<file path="config.mk">
export PLATFORM = sky130hd
export DESIGN_NAME = bp_resolve_queue
export DESIGN_NICKNAME = d
export VERILOG_FILES = /design/src/rtl/bp_resolve_queue.sv
export SDC_FILE = /design/constraint.sdc
export NUM_CORES = 1
export LEC_CHECK = 0
export BUFFER_PORTS_ARGS = -buffer_cell sky130_fd_sc_hd__buf_2
export CAP_MARGIN = 5
export CORE_UTILIZATION = 48
export DETAILED_ROUTE_END_ITERATION = 8
export GPL_TIMING_DRIVEN = 0
export PLACE_DENSITY = 0.82
export RECOVER_POWER = 25
export SYNTH_ARGS = -nofsm -noshare
export SYNTH_HDL_FRONTEND = slang
export SYNTH_SLANG_ARGS = --single-unit
</file>
<file path="constraint.sdc">
create_clock -name clk -period 3.95 [get_ports clk]
set_input_delay 0.395 -clock clk [delete_from_list [all_inputs] [get_ports clk]]
set_output_delay 0.395 -clock clk [all_outputs]
set_load 0.01 [all_outputs]
</file>
<file path="src/rtl/bp_resolve_queue.sv">
// In-order queue of fetch-side branch predictions, popped on resolution to train the predictor.
// Define BP_STATS_EN to build the saturating total/miss statistics counters.
module bp_resolve_queue #(
    parameter int unsigned DEPTH = 4,
    parameter int unsigned PTR_W = 2,
    parameter int unsigned CNT_W = 16
) (
    input  logic             clk,
    input  logic             rst,
    input  logic             pred_valid,
    input  logic             pred_taken,
    output logic             pred_ready,
    input  logic             res_valid,
    input  logic             res_taken,
    output logic             res_ready,
    input  logic             flush,
    output logic             upd_valid,
    output logic             upd_result,
    output logic             mispredict,
    output logic [PTR_W:0]   occupancy,
    output logic [CNT_W-1:0] total_cnt,
    output logic [CNT_W-1:0] miss_cnt
);

    localparam logic [PTR_W:0] FULL = (PTR_W + 1)'(DEPTH);

    logic [DEPTH-1:0] mem_q;
    logic [PTR_W-1:0] wr_ptr_q, wr_ptr_d;
    logic [PTR_W-1:0] rd_ptr_q, rd_ptr_d;
    logic [PTR_W:0]   occ_q, occ_d;
    logic             upd_valid_q, upd_valid_d;
    logic             upd_result_q, upd_result_d;
    logic             mispredict_q, mispredict_d;
    logic             push, pop;

    assign pred_ready = (occ_q != FULL);
    assign res_ready  = (occ_q != '0);
    assign push       = pred_valid && pred_ready && !flush;
    assign pop        = res_valid && res_ready && !flush;

    always_comb begin
        wr_ptr_d     = wr_ptr_q;
        rd_ptr_d     = rd_ptr_q;
        occ_d        = occ_q;
        upd_valid_d  = 1'b0;
        mispredict_d = 1'b0;
        upd_result_d = upd_result_q;
        if (flush) begin
            wr_ptr_d = '0;
            rd_ptr_d = '0;
            occ_d    = '0;
        end else begin
            if (push) begin
                wr_ptr_d = wr_ptr_q + 1'b1;
            end
            if (pop) begin
                rd_ptr_d     = rd_ptr_q + 1'b1;
                upd_valid_d  = 1'b1;
                upd_result_d = res_taken;
                mispredict_d = res_taken ^ mem_q[rd_ptr_q];
            end
            case ({push, pop})
                2'b10:   occ_d = occ_q + 1'b1;
                2'b01:   occ_d = occ_q - 1'b1;
                default: occ_d = occ_q;
            endcase
        end
    end

    always_ff @(posedge clk) begin
        if (rst) begin
            wr_ptr_q     <= '0;
            rd_ptr_q     <= '0;
            occ_q        <= '0;
            upd_valid_q  <= 1'b0;
            upd_result_q <= 1'b0;
            mispredict_q <= 1'b0;
        end else begin
            wr_ptr_q     <= wr_ptr_d;
            rd_ptr_q     <= rd_ptr_d;
            occ_q        <= occ_d;
            upd_valid_q  <= upd_valid_d;
            upd_result_q <= upd_result_d;
            mispredict_q <= mispredict_d;
        end
    end

    // Storage needs no reset: occupancy alone decides which entries are live.
    always_ff @(posedge clk) begin
        if (push) begin
            mem_q[wr_ptr_q] <= pred_taken;
        end
    end

    assign upd_valid  = upd_valid_q;
    assign upd_result = upd_result_q;
    assign mispredict = mispredict_q;
    assign occupancy  = occ_q;

`ifdef BP_STATS_EN
    logic [CNT_W-1:0] total_q, total_d;
    logic [CNT_W-1:0] miss_q, miss_d;

    always_comb begin
        total_d = total_q;
        miss_d  = miss_q;
        if (pop) begin
            if (total_q != '1) begin
                total_d = total_q + 1'b1;
            end
            if ((res_taken ^ mem_q[rd_ptr_q]) && (miss_q != '1)) begin
                miss_d = miss_q + 1'b1;
            end
        end
    end

    always_ff @(posedge clk) begin
        if (rst) begin
            total_q <= '0;
            miss_q  <= '0;
        end else begin
            total_q <= total_d;
            miss_q  <= miss_d;
        end
    end

    assign total_cnt = total_q;
    assign miss_cnt  = miss_q;
`else
    assign total_cnt = '0;
    assign miss_cnt  = '0;
`endif

endmodule
</file>
After elaboration in Yosys (flattened, before gate mapping)
Cells that the tools add are included.
{"block": "classes", "n_addsub": 4, "n_mul": 0, "div": 0, "order_cmp": 3, "n_eq_ne": 3, "n_shift": 0, "muxes": 7, "bitwise_logic": 3, "n_reduce_logical": 11}
{"operator": "2-bit by 3-bit less-than comparator with 1-bit output, second input constant", "count": 2}
{"operator": "3-bit one-hot mux with 2 select lines", "count": 1}
{"operator": "1-bit logical AND", "count": 5}
{"operator": "2-bit by 1-bit adder with 2-bit output, second input constant", "count": 2}
{"operator": "4-bit bitwise mux", "count": 1}
{"operator": "3-bit by 1-bit adder with 3-bit output, second input constant", "count": 1}
{"operator": "1-bit two-way mux", "count": 3}
{"operator": "3-bit != test, second input constant", "count": 1}
{"operator": "3-bit nonzero test", "count": 1}
{"operator": "3-bit OR reduction", "count": 1}
{"operator": "3-bit by 1-bit subtractor with 3-bit output, second input constant", "count": 1}
{"operator": "1-bit binary-select mux with 2-bit select", "count": 1}
{"operator": "1-bit demux with 2-bit select", "count": 1}
{"operator": "2-bit by 1-bit == test with 1-bit output, second input constant", "count": 1}
{"operator": "2-bit == test, second input constant", "count": 1}
{"operator": "2-bit by 1-bit >= comparator with 1-bit output, second input constant", "count": 1}
{"operator": "1-bit inverter", "count": 2}
{"operator": "2-bit AND reduction", "count": 1}
{"operator": "2-bit nonzero test", "count": 1}
{"operator": "2-bit OR reduction", "count": 1}
{"operator": "1-bit logical NOT", "count": 1}
{"operator": "1-bit bitwise XOR", "count": 1}
{"block": "word_totals", "ff_bits": 14, "latch_bits": 0, "ram_bits": 0, "rom_bits": 0, "word_cells": 38, "mem_count": 0}

Logic depth before layout (Yosys ltp)
Gate-level depths: netlist of run 1.
{"block": "depth", "word_depth": 5, "ltp_mapped": 9, "depth_no_buf": 9}

Least setup slack after synthesis of run 1
Ideal clock, no wire load.
{"block": "synth_timing", "path_kind": "reg-to-reg", "startpoint": "register occ_q[2], in the netlist occupancy[2]", "endpoint": "register occ_q[2], in the netlist occupancy[2]", "t_arrival_ns": 2.031, "slack_ns": 1.849, "path_stages_with_launch": 10, "synth_period_minus_slack_ns": 2.101, "path_cell_list": "dfxtp_1 nor3b_2 nor3_2 inv_1 ha_1 inv_1 fa_1 xor2_1 or3_1 a21oi_1"}
{"block": "synth_between", "elab_chain_cells": 5}
{"element": "start, declared", "line": "30", "rtl": "logic [PTR_W:0] occ_q, occ_d;"}
{"element": "start signal, assigned", "line": "74", "rtl": "occ_q <= '0;"}
{"element": "start signal, assigned", "line": "81", "rtl": "occ_q <= occ_d;"}
{"element": "3-bit != test or 3-bit nonzero test (tied branches)", "line": "36, 37"}
{"element": "1-bit logical AND, on equally long branches (2 in a row)", "line": "38, 39"}
{"element": "2-bit by 1-bit == test with 1-bit output or 2-bit == test (tied branches)", "line": "62", "rtl": "case ({push, pop})"}
{"element": "3-bit one-hot mux with 2 select lines or 2-bit nonzero test (tied branches)"}
Parallel ways exist; a longest one is shown, timed or not.
A chain may end at the register's enable or synchronous reset.

Final worst setup path of run 1
Same ends and word-level chain as after synthesis.

==> results of run 1 <==
-- final cells by class --
type | count | area, um^2
Inverter | 8 | 30.0
Clock buffer | 4 | 36.3
Sequential cell | 14 | 320
Buffer | 33 | 245
Timing Repair Buffer | 14 | 68.8
Tap cell | 25 | 31.3
Fill cell | 166 | 587
Multi-Input combinational cell | 75 | 445
-- sequential cells by signal (all words and copies together) (netlist names) --
name        flops
mem_q           4
rd_ptr_q        2
upd_valid       1
occupancy       3
wr_ptr_q        2
upd_result      1
mispredict      1
-- kinds of logic (layout without fill, tap and decap cells) --
| family | Yosys count | count (layout) | synth area share, % |
|---|---|---|---|
| AOI/OAI and AO/OA | 11 | 11 | 7.54 |
| xor gates and xnor gates | 4 | 4 | 3.77 |
| adders and majority gates | 6 | 6 | 8.88 |
| buffers and inverters | 41 | 59 | 29.6 |
| DFF | 14 | 14 | 34.5 |
| muxes | 1 | 1 | 2.42 |
| other | 1 | 32 | 0.403 |
| and+or+nand+nor | 21 | 21 | 12.9 |
-- through the flow --
| stage | total power, W | util, % | std cells |
|---|---|---|---|
| 2_1_floorplan | 0.000205 | - | 130 |
| 3_3_place_gp | 0.000212 | 65.0 | 169 |
| 3_5_place_dp | 0.000214 | 65.0 | 169 |
| 4_1_cts | 0.000315 | 67.1 | 173 |
| 5_1_grt | 0.000329 | 66.7 | 173 |
| 6_report | 0.000315 | 66.7 | 173 |
-- worst paths after layout --
kind	startpoint	endpoint	slack, ns	depth (start not counted)
setup reg to reg	occupancy[2]	occupancy[2]	1.71	9
hold reg to reg	upd_result	upd_result	0.48	2
hold / removal	res_taken	upd_result	0.34	2
setup / recovery	occupancy[2]	occupancy[2]	1.71	9
-- cell usage in the layout, fill, tap and decap left out --
master and count:
clkbuf_8 1, nor3_2 1, o21ai_1 1, conb_1 32, edfxtp_1 4, ha_1 5, or2_0 1, nand2b_1 1
dfxtp_1 10, buf_4 32, clkbuf_4 3, o2bb2ai_1 1, nor3_1 1, o31ai_1 1, nand3_1 2, inv_1 7
or3_1 2, xnor2_1 1, or2_1 1, clkbuf_1 1, a21oi_1 5, nand2_1 1, o21ai_0 2, fa_1 1
inv_2 1, buf_2 14, xor2_1 3, o311ai_0 1, and2_1 4, nor3b_2 1, nor2_1 6, mux4_2 1
-- worst register-to-register path: stages (launching register included) --
cell     delay (ns)
dfxtp_1        0.42
nor3b_2        0.35
nor3_2         0.10
inv_1          0.07
ha_1           0.18
inv_1          0.07
fa_1           0.37
xor2_1         0.16
or3_1          0.32
a21oi_1        0.14
-- per-layer routing --
layer	routed length (um)	global-route usage [%]
met5	0	0
met1	558	14.0
met4	14	3.53
met2	774	25.6
met3	147	5.95
-- power groups by stage --
stage,Combinational [W],Sequential [W],Clock (W)
after floorplan,0.0000493,0.000155,0
after global placement,0.0000572,0.000155,0
after detailed placement,0.0000582,0.000155,0
after CTS,0.0000585,0.000152,0.000105
after global routing,0.0000651,0.000152,0.000112
final,0.0000596,0.000152,0.000104
==> key figures, run 1 <==
Outcome
  – Run status: finished, final reports clean

Power
  – Seq pwr share: 48.2%
  – Sw Share: 25.2%
  – Peak VDD IR: 0.146 mV
  – Cell internal pwr: 0.000236 W
  – Clock power share: between 30% and 40%
  – Leak pwr: just over 0.6 nW
  – Comb pwr share: a little under a fifth
  – PwrDens: about 270 nW/um^2
  – Switching Power: 0.0000795 W

Timing
  – Hold WS: about 0.34 ns
  – Final setup TNS: 0 ns
  – RSZ-0062 raised after global routing: false
  – Max Slew Vio Count: 0
  – Final setup viols: 0
  – Worst slew pin tran: 0.537 ns
  – Worst slew margin: between 60% and 70%
  – Fin Clk Skew: ~0.0037 ns
  – Final Hold Vio Count: 0
  – Final worst slack: 1.71 ns
  – Fin crit share: 56.7%
  – Post-route minimum period: 2.24 ns
  – Max Clock Freq: 446 MHz

Yosys
  – Post-synthesis async set-or-reset flop share: 0%
  – Synth Instances: 99
  – Top cells by area, synth: buf_4 (26%), dfxtp_1 (22%), edfxtp_1 (13%), ha_1 (6.7%), inv_1 (2.8%)
  – EDFF count, synth: 4
  – Syn avg cell area: 9.39 um^2
  – Dominant cell by count in the synthesized netlist: buf_4
  – Most frequent cells after synthesis: buf_4 (32), dfxtp_1 (10), inv_1 (7)
  – Post-Synthesis Cell Area: 930 um^2
  – Ys flop type: dfxtp_1
  – Top cell type's share of synthesized area: 25.8%
  – Synth cell types: 29
  – Seq/Total Area, Yosys: 34.5%
  – Seq cells post-synth: 14
  – Yosys top cell by area: buf_4
  – Synthesis Warnings: 0

Placement
  – DP Area: 1150 um^2
  – Port Buffers: 14
  – Routability Congestion: 0.719
  – Place WS: 1.75 ns
  – Placed wire-length estimate: between 1000 and 1500 um

Cells and area
  – Synth-to-Final Area Change: 26.6%
  – Layout cells sized above 1: a little over a third
  – Final Cell Area: approximately 1200 um^2
  – # diodes: 0
  – Fin nets: about 160

Critical path
  – Delay-heaviest family, CP: simple AND/OR/NAND/NOR gates
  – WP data required: 4.17 ns
  – Critical-path top delay cell: dfxtp_1
  – WP data arrival: 2.46 ns
  – Crit Path Class: register to register
  – CP Cell Sequence: nor3b_2 -> nor3_2 -> inv_1 -> ha_1 -> inv_1 -> fa_1 -> xor2_1 -> or3_1 -> a21oi_1
  – Critical Path Source Type: register
  – Most used cell, CP: inv_1
  – Crit path max fanout: 7
  – Worst path bufs/invs: 2
  – Worst path max stage delay: 0.42 ns
  – Crit end category: register

Clock tree
  – Post_cts resized: 0
  – Setup repair bufs after CTS: 0
  – Clock Sinks: 14
  – H-tree Lvls: 1
  – CTS Hold Buffers Added: 0
  – Register clock-pin slew on the reported worst setup and hold paths: 0.09 ns
  – Clock buffer depth: 2
  – Inserted Clock Buffers: 3
  – Root Buffer: clkbuf_4
  – CTS tree: done
  – Clock Latency Late Sink: 0.28 ns

Routing
  – Total Wirelength: around 1500 um
  – DRC: 0
  – Pre-antenna DRT Iters: 4
  – Wire per inst: 8.64 um
  – ANT nets after route: 0
  – DR iter-0 viols: 4
  – Vias: 694
  – Vias/cell: 4.01

Global routing
  – Global-route wire length before repair: 2050 um
  – Number of global-route vias before repair: 537
  – GRT Residual Overflow: 0
  – Initial antenna violation count: 0
  – GRT Total Usage: roughly 14%
  – Largest net degree at the start of global routing: 10

Floorplanning
  – Die W: 46.0 um
  – Core ar.: roughly 1800 um^2
  – DIE HEIGHT: 46.0 um
  – Initial Util: 52.7%
  – Rows: 15
  – Die area: 2120 um^2
  – Ports: 47

Job
  – Max-Cap Viols: 0

Worst hold path
  – Hold WC Path Type: primary input to register
(Power assumes the default switching activity.)
==> run 2: changes to the inputs <==
--- a/config.mk
+++ b/config.mk
@@ -7,10 +7,10 @@
 export LEC_CHECK = 0
 export BUFFER_PORTS_ARGS = -buffer_cell sky130_fd_sc_hd__buf_2
 export CAP_MARGIN = 5
-export CORE_UTILIZATION = 48
+export CORE_UTILIZATION = 44
 export DETAILED_ROUTE_END_ITERATION = 8
 export GPL_TIMING_DRIVEN = 0
-export PLACE_DENSITY = 0.82
+export PLACE_DENSITY = 0.76
 export RECOVER_POWER = 25
 export SYNTH_ARGS = -nofsm -noshare
 export SYNTH_HDL_FRONTEND = slang
==> constraint.sdc (replaced) <==
create_clock -name clk -period 2.2 [get_ports clk]
set_input_delay 0.22 -clock clk [delete_from_list [all_inputs] [get_ports clk]]
set_output_delay 0.22 -clock clk [all_outputs]
set_load 0.01 [all_outputs]
==> run 2 against run 1 <==
Against the previous run:
- combinational power is 80% higher
- clock skew barely moved
- clock power is 42% higher
- via count shrank 2.9%
- sequential share of layout area is essentially flat
- first-iteration DRC count down 25%
- critical path depth shrank 1
- setup slack lost 1.6 ns
- fmax grew 7.0%
- global-route usage down 0.12 points
- register-to-register slack lost 1.6 ns
- sequential power rose by 80%
- critical path type unchanged
- critical endpoint unchanged
- highest routed layer unchanged
==> key figures, run 2 (synthesized netlist as in run 1, its figures left out) <==
Outcome
  – Run status: finished, final reports clean

Timing
  – Final setup viols: 0 (unchanged)
  – Max Clock Freq: 478 MHz (+7.0%)
  – Fin crit share: 95.1% (+38 points)
  – Final Hold Vio Count: 0 (unchanged)
  – Post-route minimum period: 2.09 ns (-0.147 ns)
  – Max Slew Vio Count: 0 (unchanged)
  – Hold WS: 0.181 ns (-0.159 ns)
  – Fin Clk Skew: 0.00386 ns (+0.000148 ns)
  – RSZ-0062 raised after global routing: false

Clock tree
  – Root Buffer: clkbuf_4
  – Clock Latency Late Sink: 0.27 ns (about the same)
  – Clock buffer depth: 2 (unchanged)
  – Register clock-pin slew on the reported worst setup and hold paths: 0.08 ns (about the same)
  – Inserted Clock Buffers: 3 (unchanged)
  – Clock Sinks: 14 (unchanged)
  – H-tree Lvls: 1 (unchanged)
  – CTS tree: done

Cells and area
  – Most frequent cells in the layout: buf_4 (33), conb_1 (32), buf_2 (12)
  – Most common cell after layout, fill and taps aside: buf_4
  – Synth-to-Final Area Change: 28.0%
  – Max reg flops: 4 (unchanged)
  – Final core utilization: 60.0% (-6.7 points)
  – Layout cells sized above 1: 37.6% (+1.1 points)
  – Register name with the most flops: mem_q
  – Fin nets: 163 (+0.62%)
  – Final std cells w/o fill: 176 (+1.7%)
  – # diodes: 0 (unchanged)
  – Final Cell Area: 1190 um^2 (+1.1%)

Placement
  – Port Buffers: 14 (unchanged)
  – Routability Congestion: 0.727 (+1.1%)
  – DP Area: 1150 um^2 (+0.22%)
  – Placed Instances: 171 (+1.2%)
  – Placed wire-length estimate: 1260 um (+4.2%)

Critical path
  – Critical-path top delay cell: dfxtp_2
  – WP data required: 2.39 ns (-1.78 ns)
  – Crit path max fanout: 7 (unchanged)
  – Crit end category: register
  – Crit Path Class: register to register
  – Critical Path Source Type: register
  – Delay-heaviest family, CP: adder cells
  – Worst path max stage delay: 0.43 ns (about the same)
  – CP Cell Sequence: o31ai_2 -> nor2_1 -> ha_1 -> inv_1 -> fa_1 -> xor2_1 -> or3_1 -> a21oi_1
  – WP data arrival: 2.29 ns (-0.17 ns)
  – Worst path bufs/invs: 1 (-1)

Power
  – Sw Share: 25.7% (+0.46 points)
  – Total power: 0.000528 W (+68%)
  – Leak pwr: 0.598 nW (-1.6%)
  – Peak VDD IR: 0.235 mV (+61%)
  – Clock power share: 27.9% (-5.0 points)
  – Switching Power: 0.000136 W (+71%)
  – Seq pwr share: 51.8% (+3.6 points)
  – PwrDens: 444 nW/um^2 (+66%)
  – Cell internal pwr: 0.000393 W (+67%)
  – Comb pwr share: 20.3% (+1.4 points)

Routing
  – DR iter-0 viols: 3 (-1)
  – DRC: 0 (unchanged)
  – ANT nets after route: 0 (unchanged)
  – Total Wirelength: 1500 um (+0.20%)
  – Vias/cell: 3.83 (-4.5%)
  – Vias: 674 (-2.9%)
  – Wire per inst: 8.51 um (-1.5%)
  – Pre-antenna DRT Iters: 4 (unchanged)

Global routing
  – Largest net degree at the start of global routing: 10 (unchanged)
  – Global-route wire length before repair: 2220 um (+8.4%)
  – GRT Residual Overflow: 0 (unchanged)
  – Number of global-route vias before repair: 584 (+8.8%)
  – Initial antenna violation count: 0 (unchanged)
  – GRT Total Usage: 13.7% (-0.12 points)

Floorplanning
  – DIE HEIGHT: 48.0 um (+4.2%)
  – Initial Util: 46.9% (-5.8 points)
  – Die W: 48.0 um (+4.2%)
  – Ports: 47 (unchanged)
  – Core ar.: 1980 um^2 (+12%)
  – Rows: 16 (+1)
  – Die area: 2300 um^2 (+8.7%)

Worst hold path
  – Hold WC Path Type: primary input to register

Job
  – Max-Cap Viols: 0 (unchanged)
run 2: cell types whose count changed in the layout (fill, tap and decap cells not counted), sizes merged:
cell | before | now
buf | 46 | 45
clkbuf | 5 | 7
run 2: through the flow:
| stage | TNS (ns) | setup WS, ns |
|---|---|---|
| after floorplan | 0 | 0.0994 |
| after global routing | 0 | 0.0147 |
| after global placement | 0 | 0.0410 |
| final | 0 | 0.107 |
| after CTS | 0 | 0.0111 |
| after detailed placement | -0.0401 | -0.0401 |
run 2: final timing paths:
kind                  endpoint  depth (start not counted)  slack [ns]          from
setup / recovery  occupancy[2]                          8        0.11  occupancy[0]
hold / removal      upd_result                          2        0.18     res_taken
setup reg to reg  occupancy[2]                          8        0.11  occupancy[0]
hold reg to reg     upd_result                          2        0.49    upd_result
run 2: what timing repair did:
action	in CTS	in global routing
gates resized for setup	1	3
hold buffers	0	0
endpoints found under the setup margin	1	1
buffers inserted	1	0
gates cloned	0	0
run 2: layer usage:
layer / global-route usage, % / share of wire (%)
met3: 3.40 / 7.3
met1: 14.7 / 44
met4: 3.33 / 0.40
met5: 0 / 0
met2: 26.5 / 48
run 2: power groups by stage:
stage | clock, W | sequential (W) | combinational (W)
final | 0.000148 | 0.000274 | 0.000107
after detailed placement | 0 | 0.000279 | 0.000105
after global placement | 0 | 0.000279 | 0.000103
after global routing | 0.000163 | 0.000275 | 0.000119
after floorplan | 0 | 0.000279 | 0.0000885
after CTS | 0.000152 | 0.000273 | 0.000105
run 2: worst register-to-register path: cells and delay by family, from the launching register on:
family,cells,cell delay [ns]
xor gates and xnor gates,1,0.16
buffers and inverters,1,0.06
DFF,1,0.43
and+or+nand+nor,2,0.48
adders and majority gates,2,0.60
AOI/OAI and AO/OA,2,0.29
run 2: final cells by class:
| class | count | area (um^2) |
|---|---|---|
| Buffer | 33 | 245 |
| Clock buffer | 4 | 26.3 |
| Fill cell | 182 | 792 |
| Inverter | 8 | 30.0 |
| Multi-Input combinational cell | 75 | 457 |
| Sequential cell | 14 | 324 |
| Tap cell | 27 | 33.8 |
| Timing Repair Buffer | 15 | 73.8 |
==> run 3: changes to the inputs <==
--- a/config.mk
+++ b/config.mk
@@ -8,9 +8,10 @@
 export BUFFER_PORTS_ARGS = -buffer_cell sky130_fd_sc_hd__buf_2
 export CAP_MARGIN = 5
 export CORE_UTILIZATION = 44
+export CTS_BUF_LIST = sky130_fd_sc_hd__clkbuf_16
 export DETAILED_ROUTE_END_ITERATION = 8
 export GPL_TIMING_DRIVEN = 0
-export PLACE_DENSITY = 0.76
+export PLACE_DENSITY_LB_ADDON = 0.2
 export RECOVER_POWER = 25
 export SYNTH_ARGS = -nofsm -noshare
 export SYNTH_HDL_FRONTEND = slang
==> run 3 against run 2 <==
Against the previous run:
- core utilization is 2.8 points higher
- first-iteration DRC count increased to 4.7 times the previous value
- critical path depth increased by 1
- clock skew is 0.00088 ns lower
- cell area up 4.6%
- fmax increased by 0.76%
- flip-flop and latch count did not move
- sequential share of layout area is 1.0 points lower
- critical path type unchanged
==> key figures, run 3 (synthesized netlist as in run 1, its figures left out) <==
Floorplanning
  – Core ar.: 1980 um^2 (unchanged)
  – Rows: 16 (unchanged)
  – Initial Util: 46.9% (unchanged)
  – DIE HEIGHT: 48.0 um (unchanged)
  – Ports: 47 (unchanged)
  – Die W: 48.0 um (unchanged)
  – Die area: 2300 um^2 (unchanged)

Global routing
  – Global-route wire length before repair: 2030 um (-8.7%)
  – GRT Total Usage: 13.3% (-0.41 points)
  – Top Usage Layer GRT: met2
  – Largest net degree at the start of global routing: 10 (unchanged)
  – Number of global-route vias before repair: 509 (-13%)
  – Initial antenna violation count: 0 (unchanged)
  – Met2 GRT Util: 24.6% (-1.9 points)
  – Met1 usage: 13.1% (-1.7 points)
  – M3 GR Usage: 3.40% (unchanged)
  – GRT Residual Overflow: 0 (unchanged)

Job
  – Max-Cap Viols: 0 (unchanged)

Cells and area
  – Most frequent cells in the layout: buf_4 (33), conb_1 (32), buf_2 (12)
  – Max reg flops: 4 (unchanged)
  – Final core utilization: 62.8% (+2.8 points)
  – Register name with the most flops: mem_q
  – Synth-to-Final Area Change: 33.9%
  – Most common cell after layout, fill and taps aside: buf_4
  – Fin nets: 163 (unchanged)
  – Fillers: 174 (-4.4%)
  – Layout cells sized above 1: 37.6% (unchanged)
  – # diodes: 0 (unchanged)

Clock tree
  – Clock buffer depth: 2 (unchanged)
  – Clock Sinks: 14 (unchanged)
  – H-tree Lvls: 1 (unchanged)
  – Register clock-pin slew on the reported worst setup and hold paths: 0.04 ns (-0.04 ns)
  – CTS tree: done
  – Clock Latency Late Sink: 0.24 ns (-0.03 ns)
  – Inserted Clock Buffers: 3 (unchanged)
  – Root Buffer: clkbuf_16

Critical path
  – R2R Setup Slk: 0.12 ns (+0.02 ns)
  – WP data arrival: 2.24 ns (-0.05 ns)
  – Critical Path Source Type: register
  – Crit path max fanout: 7 (unchanged)
  – Depth of the worst register-to-register path: 9 (+1)
  – RR Startpoint: occupancy[1]
  – Crit Path Class: register to register
  – Crit end category: register
  – WP data required: 2.36 ns (-0.03 ns)
  – R2R Path End: occupancy[2]

Routing
  – Total Wirelength: 1510 um (+0.80%)
  – Vias: 673 (-0.15%)
  – Wire per inst: 8.58 um (+0.80%)
  – DRC: 0 (unchanged)
  – Vias/cell: 3.82 (-0.15%)
  – DR iter-0 viols: 14 (+11)
  – Pre-antenna DRT Iters: 4 (unchanged)
  – ANT nets after route: 0 (unchanged)

Worst hold path
  – Hold WC Path Type: primary input to register
  – Min-Delay Endpoint: upd_result
  – Hold Path Origin: res_taken
  – Worst hold stages: 2 (unchanged)

Timing
  – Final setup TNS: 0 ns (unchanged)
  – Max Clock Freq: 481 MHz (+0.76%)
  – Final Hold Vio Count: 0 (unchanged)
  – Post-route minimum period: 2.08 ns (-0.0159 ns)
  – Fin crit share: 94.4% (-0.72 points)
  – Max Slew Vio Count: 0 (unchanged)
  – Fin Clk Skew: 0.00298 ns (-0.000875 ns)
  – RSZ-0062 raised after global routing: false
  – Final setup viols: 0 (unchanged)
  – Final worst slack: 0.123 ns (+0.0159 ns)

Power
  – PwrDens: 577 nW/um^2 (+30%)
  – Total power: 0.000718 W (+36%)
  – Peak VDD IR: 0.335 mV (+43%)
  – Leak pwr: 0.622 nW (+4.0%)

Placement
  – Placed wire-length estimate: 1150 um (-9.3%)
  – Place WS: -0.0164 ns (+0.0237 ns)
  – Port Buffers: 14 (unchanged)
  – Routability Congestion: 0.722 (-0.65%)

Outcome
  – Run status: finished, final reports clean
run 3: cell types whose count changed in the layout (fill, tap and decap cells not counted):
| cell | change |
|---|---|
| clkbuf_16 | +3 |
| clkbuf_4 | -3 |
| clkbuf_1 | -1 |
| clkinv_1 | +1 |
| dfxtp_2 | -1 |
| dfxtp_4 | +1 |
run 3: final cells by class:
| class | count | area (um^2) | area share (%) |
|---|---|---|---|
| Sequential cell | 14 | 327 | 26.2 |
| Tap cell | 27 | 33.8 | 2.71 |
| Clock buffer | 3 | 75.1 | 6.03 |
| Multi-Input combinational cell | 75 | 457 | 36.7 |
| Timing Repair Buffer | 15 | 73.8 | 5.93 |
| Inverter | 8 | 30.0 | 2.41 |
| Buffer | 33 | 245 | 19.7 |
| Clock inverter | 1 | 3.75 | 0.302 |
run 3: per-layer routing:
layer / wire, um / part of all wire [%]
met3: 94 / 6.2
met1: 610 / 40
met5: 0 / 0
met4: 29 / 1.9
met2: 776 / 51
run 3: worst max path at each step:
stage	start	end	slack, ns	cells after the start
after floorplan	occupancy[2]	occupancy[2]	0.1	9
after global placement	occupancy[2]	occupancy[2]	0.05	9
after detailed placement	occupancy[2]	occupancy[2]	-0.02	9
after CTS	occupancy[2]	occupancy[2]	0.002	9
after global routing	occupancy[1]	occupancy[2]	0.008	9
final	occupancy[1]	occupancy[2]	0.12	9
run 3: power breakdown:
| part | total [W] | switching [W] | leakage (nW) | internal (W) |
|---|---|---|---|---|
| logic | 0.000107 | 0.0000530 | 0.464 | 0.0000535 |
| registers | 0.000274 | 0.00000473 | 0.119 | 0.000269 |
| clock network | 0.000338 | 0.0000982 | 0.0385 | 0.000240 |
run 3: critical path, cell delays in order (launching register included):
cell and delay, ns:
dfxtp_2 0.36, nor3b_4 0.27, nor3_2 0.09, inv_1 0.06, ha_1 0.18, inv_1 0.06
fa_1 0.37, xor2_1 0.16, or3_1 0.30, a21oi_1 0.15
run 3: timing repair:
action	in CTS	in global routing
hold buffers	0	0
endpoints found under the setup margin	1	1
buffers inserted	0	1
resized for setup	1	4
run 3: metrics by stage:
step | hold WS (ns) | std cells | area [um^2]
floorplan | 0.319 | 130 | 1050
finish | 0.226 | 176 | 1240
global placement | 0.441 | 171 | 1150
global route | 0.219 | 176 | 1240
detailed placement | 0.448 | 171 | 1150
CTS | 0.199 | 175 | 1230
